===== src/rtl/ahb_arbiter.sv =====
// Multi-master AHB bus arbiter: round-robin grant with burst and HLOCK tracking,
// plus the address-phase and data-phase owner pipeline for the interconnect muxes.
module ahb_arbiter #(
  parameter int NUM_MASTER     = 3,
  parameter int DEFAULT_MASTER = 0,
  parameter int MW             = (NUM_MASTER > 2) ? $clog2(NUM_MASTER) : 1
) (
  input  logic                  HCLK,
  input  logic                  HRESETn,
  input  logic [NUM_MASTER-1:0] HBUSREQ,
  input  logic [NUM_MASTER-1:0] HLOCK,
  input  logic [1:0]            HTRANS,
  input  logic [2:0]            HBURST,
  input  logic                  HREADY,
  output logic [NUM_MASTER-1:0] HGRANT,
  output logic [MW-1:0]         HMASTER,
  output logic [MW-1:0]         HMASTER_DP,
  output logic                  HMASTLOCK
);

  localparam logic [1:0] TR_IDLE   = 2'd0;
  localparam logic [1:0] TR_BUSY   = 2'd1;
  localparam logic [1:0] TR_NONSEQ = 2'd2;
  localparam logic [1:0] TR_SEQ    = 2'd3;
  localparam logic [2:0] BURST_INCR = 3'd1;

  localparam logic [NUM_MASTER-1:0] ONE_HOT0   = {{(NUM_MASTER-1){1'b0}}, 1'b1};
  localparam logic [NUM_MASTER-1:0] DEFAULT_OH = ONE_HOT0 << DEFAULT_MASTER;
  localparam logic [MW-1:0]         DEFAULT_IX = MW'(DEFAULT_MASTER);

  logic [NUM_MASTER-1:0] grant_r;
  logic [MW-1:0]         master_r;
  logic [MW-1:0]         master_dp_r;
  logic                  mastlock_r;
  logic [3:0]            cnt_r;

  logic [MW-1:0]         owner_s;
  logic [3:0]            cnt_next_s;
  logic                  rearb_s;
  logic                  found_s;
  logic [MW-1:0]         sel_s;
  logic [NUM_MASTER-1:0] next_grant_s;

  // Remaining beats after the current one, minus nothing: a fixed burst loads beats-1.
  function automatic logic [3:0] burst_last(input logic [2:0] burst);
    logic [3:0] last;
    case (burst)
      3'd2, 3'd3: last = 4'd3;
      3'd4, 3'd5: last = 4'd7;
      3'd6, 3'd7: last = 4'd15;
      default:    last = 4'd0;
    endcase
    return last;
  endfunction

  function automatic logic [MW-1:0] oh_to_idx(input logic [NUM_MASTER-1:0] oh);
    logic [MW-1:0] idx;
    idx = '0;
    for (int i = 0; i < NUM_MASTER; i++) begin
      if (oh[i]) begin
        idx = idx | MW'(i);
      end else begin
        idx = idx;
      end
    end
    return idx;
  endfunction

  assign owner_s = oh_to_idx(grant_r);

  // Beat counter next value; an IDLE mid-burst terminates the burst.
  always_comb begin
    cnt_next_s = cnt_r;
    case (HTRANS)
      TR_NONSEQ: cnt_next_s = burst_last(HBURST);
      TR_SEQ: begin
        if (cnt_r != 4'd0) begin
          cnt_next_s = cnt_r - 4'd1;
        end else begin
          cnt_next_s = cnt_r;
        end
      end
      TR_BUSY:   cnt_next_s = cnt_r;
      TR_IDLE:   cnt_next_s = 4'd0;
      default:   cnt_next_s = cnt_r;
    endcase
  end

  // Undefined-length INCR keeps the bus while its owner still requests it.
  assign rearb_s = (cnt_next_s <= 4'd1) && !HLOCK[owner_s] &&
                   !((HBURST == BURST_INCR) && (HTRANS != TR_IDLE) && HBUSREQ[owner_s]);

  // Rotating search starting after the owner; the owner itself is visited last.
  always_comb begin : rr_search
    logic [MW-1:0] cand_v;
    found_s = 1'b0;
    sel_s   = DEFAULT_IX;
    cand_v  = '0;
    for (int i = 1; i <= NUM_MASTER; i++) begin
      cand_v = MW'((int'(owner_s) + i) % NUM_MASTER);
      if (!found_s && HBUSREQ[cand_v]) begin
        found_s = 1'b1;
        sel_s   = cand_v;
      end else begin
        found_s = found_s;
      end
    end
    if (found_s) begin
      next_grant_s = ONE_HOT0 << sel_s;
    end else begin
      next_grant_s = DEFAULT_OH;
    end
  end

  // Grant, ownership pipeline and beat counter; everything holds during wait states.
  always_ff @(posedge HCLK or negedge HRESETn) begin
    if (!HRESETn) begin
      grant_r     <= DEFAULT_OH;
      master_r    <= DEFAULT_IX;
      master_dp_r <= DEFAULT_IX;
      mastlock_r  <= 1'b0;
      cnt_r       <= 4'd0;
    end else if (HREADY) begin
      if (rearb_s) begin
        grant_r <= next_grant_s;
      end
      master_r    <= owner_s;
      master_dp_r <= master_r;
      mastlock_r  <= HLOCK[owner_s];
      cnt_r       <= cnt_next_s;
    end
  end

  assign HGRANT     = grant_r;
  assign HMASTER    = master_r;
  assign HMASTER_DP = master_dp_r;
  assign HMASTLOCK  = mastlock_r;

endmodule


===== config.mk =====
export PLATFORM = sky130hd
export DESIGN_NAME = ahb_arbiter
export DESIGN_NICKNAME = d
export VERILOG_FILES = /design/src/rtl/ahb_arbiter.sv
export SDC_FILE = /design/constraint.sdc
export NUM_CORES = 1
export LEC_CHECK = 0
export BUFFER_PORTS_ARGS = -buffer_cell sky130_fd_sc_hd__buf_2
export CORE_MARGIN = 4
export CORE_UTILIZATION = 25
export CTS_BUF_LIST = sky130_fd_sc_hd__clkbuf_4
export DETAILED_ROUTE_END_ITERATION = 10
export GPL_TIMING_DRIVEN = 0
export PLACE_DENSITY = 0.43
export SETUP_SLACK_MARGIN = 0.05
export SLEW_MARGIN = 30
export SYNTH_ARGS = -nofsm -noshare
export SYNTH_HDL_FRONTEND = slang
export SYNTH_SLANG_ARGS = --single-unit

===== constraint.sdc =====
create_clock -name HCLK -period 3.66 [get_ports HCLK]
set_clock_uncertainty 0.15 [all_clocks]
set_input_delay 0.732 -clock HCLK [delete_from_list [all_inputs] [get_ports HCLK]]
set_output_delay 0.732 -clock HCLK [all_outputs]
set_load 0.005 [all_outputs]

==> flow_metrics.env <==
export IMPL_status="finished clean"
export IMPL_n_fill_cell=327
export IMPL_worstPathArrival_ns=2.21
export IMPL_crit_required_ns=3.71
export IMPL_synthMuxAreaShare_pct=12.27
export IMPL_yosys_area_share_simple_pct=20.71
export IMPL_worst_pin_slew_ns=0.4263
export IMPL_ios=22
export IMPL_setup_viol=0
export IMPL_drt_initial_drc_count=20
export IMPL_cp_start_kind="register"
export IMPL_powerDensity_nw_per_um2=573.7
export IMPL_antenna_found_initial=0
export IMPL_syn_mean_instance_area_um2=9.712
export IMPL_reg2reg_from="cnt_r[0]"
export IMPL_startpoint="cnt_r[0]"
export IMPL_seqCellArea_um2=301.5
export IMPL_clk_pin_slew_worst_paths_ns=0.08
export IMPL_clk_latency_ns=0.27
export IMPL_cts_hold_buf=0
export IMPL_maxCapViolCount=0
export IMPL_finalSetupTns_ns=0
export IMPL_cts_root_buf="clkbuf_4"
export IMPL_reg2reg_depth=7
export IMPL_r2r_end="HGRANT[0]"
export IMPL_drt_drc_violations_left=0
export IMPL_routabilityCongestion=0.7602
export IMPL_port_buffers=19
export IMPL_post_drt_wl_per_cell_um=11.82
export IMPL_synth_area_um2=815.8
export IMPL_insertedDiodeCount=0
export IMPL_fp_dieArea_um2=4241
export IMPL_end_kind="register"
export IMPL_synth_area_top_cells="dfrtp_1, mux2i_1, ha_1, a21oi_1, mux2_2"
export IMPL_p_leak_nw=0.4509
export IMPL_synthAdderAreaFrac_pct=4.601
export IMPL_synth_top_family_by_area="simple AND/OR/NAND/NOR gates"
export IMPL_stdcell_area_um2=992.2
export IMPL_cts_buffers=3
export IMPL_utilization_pct=32.24
export IMPL_finalHoldViolCount=0
export IMPL_synth_cells=84
export IMPL_fmax_mhz=463.6
export IMPL_grt_max_degree=13
export IMPL_yosysSeqAreaShare_pct=36.96
export IMPL_cts_sinks=12
export IMPL_period_share_pct=58.94
export IMPL_synth_seq_cells=12
export IMPL_die_width_um=65.13
export IMPL_wl_mm=1.785
export IMPL_cts_resized_gates=0
export IMPL_fp_dieH_um=65.13
export IMPL_slew_headroom_pct=71.58
export IMPL_dpl_hpwl_mm=1.416
export IMPL_area_growth_pct=21.63
export IMPL_dr_pass1_iters=4
export IMPL_rsz0062_at_grt="false"
export IMPL_detail_route_antenna_nets=0
export IMPL_grt_pass1_vias=681
export IMPL_synth_top_area_share_pct=33.74
export IMPL_finalNetCount=125
export IMPL_multiInputGateArea_um2=471.7
export IMPL_syn_num_nets=101
export IMPL_synth_compound_area_share_pct=20.25
export IMPL_drv_slew=0
export IMPL_hold_class="input pin to async pin"
export IMPL_r2r_slack_ns=1.50
export IMPL_grt_pass1_wl_mm=3.111
export IMPL_vdd_drop_max_mv=0.2353
export IMPL_ys_warn_count=0
export IMPL_start_util_pct=26.50
export IMPL_fp_row_count=20
export IMPL_fp_coreArea_um2=3078
export IMPL_overflow=0
export IMPL_crit_type="register to register"
export IMPL_synthXorXnorAreaFrac_pct=0
export IMPL_cts_setup_buffers=0
export IMPL_cts_buffer_depth=2
export IMPL_worstPathMaxFanout=4
export IMPL_vias=708
export IMPL_post_route_min_period_ns=2.157
export IMPL_avgViaCountPerCell=4.689
export IMPL_ys_types=35
export IMPL_worstSetupEndpoint="HGRANT[0]"
export IMPL_cts_max_level=1
export IMPL_synth_largest_area_cell="dfrtp_1"
export IMPL_cts_tree="yes"
export IMPL_drive_gt1_share_pct=31.78
export IMPL_track_usage_pct=9.291
export IMPL_postPlaceCellArea_um2=965.9
## worst min path at each step
stage | end | slack [ns] | from
floorplan | HGRANT[1] | 0.29 | HRESETn
global placement | HMASTLOCK | 0.33 | HMASTLOCK
detailed placement | HMASTLOCK | 0.33 | HMASTLOCK
CTS | HMASTER[1] | 0.18 | HRESETn
global route | cnt_r[2] | 0.17 | HRESETn
finish | HMASTLOCK | 0.17 | HRESETn
## logic make-up (layout without fill, tap and decap cells)
kind of cell             Yosys count  after routing
multiplexers                       9              9
AO/OA/AOI/OAI                     25             25
flip-flops                        12             12
AND/OR/NAND/NOR                   26             26
adder cells (fa/ha/maj)            3              3
buffers and inverters              9             32
## placed cells by master (no fill, tap or decap)
master | netlist | routed
ha_1 | 3 | 3
nand2_1 | 6 | 6
a21boi_1 | 1 | 1
o221ai_1 | 2 | 2
nand2b_4 | 1 | 1
mux2_4 | 1 | 1
dfstp_2 | 1 | 1
or3_1 | 1 | 1
nor4b_4 | 1 | 1
a21oi_1 | 7 | 7
o21ai_0 | 3 | 3
o21ai_1 | 2 | 2
inv_1 | 6 | 6
nand3_1 | 3 | 3
o211ai_1 | 1 | 1
o22ai_1 | 1 | 1
clkbuf_4 | 0 | 3
dfrtp_1 | 11 | 11
nor3_1 | 1 | 1
nor3b_2 | 1 | 1
clkbuf_1 | 1 | 1
nor3b_1 | 1 | 1
mux2_2 | 3 | 3
nor2_1 | 7 | 7
buf_2 | 1 | 20
a21bo_1 | 1 | 1
o21a_1 | 2 | 2
mux2_1 | 1 | 1
nand3b_1 | 2 | 2
mux2i_1 | 4 | 4
buf_6 | 1 | 1
clkinv_1 | 0 | 1
a22oi_1 | 1 | 1
a311oi_2 | 1 | 1
a31oi_1 | 3 | 3
nand4b_1 | 1 | 1
nand4_2 | 1 | 1
## stage by stage
| step | setup slack [ns] | power, mW | hold slack, ns | std cells |
|---|---|---|---|---|
| floorplan | 1.582 | 0.4027 | 0.2864 | 84 |
| global placement | 1.431 | 0.4887 | 0.3292 | 147 |
| detailed placement | 1.421 | 0.4914 | 0.3261 | 147 |
| CTS | 1.501 | 0.5804 | 0.1755 | 151 |
| global route | 1.394 | 0.6281 | 0.1727 | 151 |
| finish | 1.503 | 0.5693 | 0.1709 | 151 |
## power breakdown
group | internal (mW) | switching [mW]
sequential | 0.183 | 0.0460
combinational | 0.132 | 0.123
clock | 0.0395 | 0.0454
## cells in the mapped netlist
cell	instances
a311oi_2	1
a31oi_1	3
o211ai_1	1
nand2_1	6
nand4b_1	1
nand3b_1	2
nor3_1	1
o221ai_1	2
nand4_2	1
a21oi_1	7
o21ai_1	2
dfstp_2	1
dfrtp_1	11
nor2_1	7
a21boi_1	1
nor3b_1	1
o21a_1	2
or3_1	1
o21ai_0	3
mux2i_1	4
a21bo_1	1
mux2_2	3
clkbuf_1	1
a22oi_1	1
nor3b_2	1
mux2_4	1
mux2_1	1
nor4b_4	1
nand2b_4	1
buf_2	1
nand3_1	3
buf_6	1
ha_1	3
o22ai_1	1
inv_1	6
## flip-flops by register name (all words and copies together), names as in the netlist
name        cells
HMASTLOCK       1
HMASTER         2
HGRANT          3
cnt_r           4
HMASTER_DP      2
## metal layers
metal  GRT usage, %  wire, um
met4          3.109         8
met5              0         0
met3          2.222        92
met2          14.43       782
met1          12.66       902
## critical path, cell delays in order, from the launching register on
cell and delay [ns]:
dfrtp_1 0.41, inv_1 0.08, ha_1 0.24, nor3b_2 0.18, nand2b_4 0.15, a311oi_2 0.32
nand4_2 0.22, mux2_4 0.34
## area by class of cell
cell class,instances,share of cell area (%)
Timing Repair Buffer,19,9.584
Clock inverter,1,0.3783
Buffer,3,2.018
Tap cell,44,5.549
Multi-Input combinational cell,63,47.54
Inverter,6,2.270
Sequential cell,12,30.39
Clock buffer,3,2.270
Note: power is estimated with default switching activity, not from simulation.
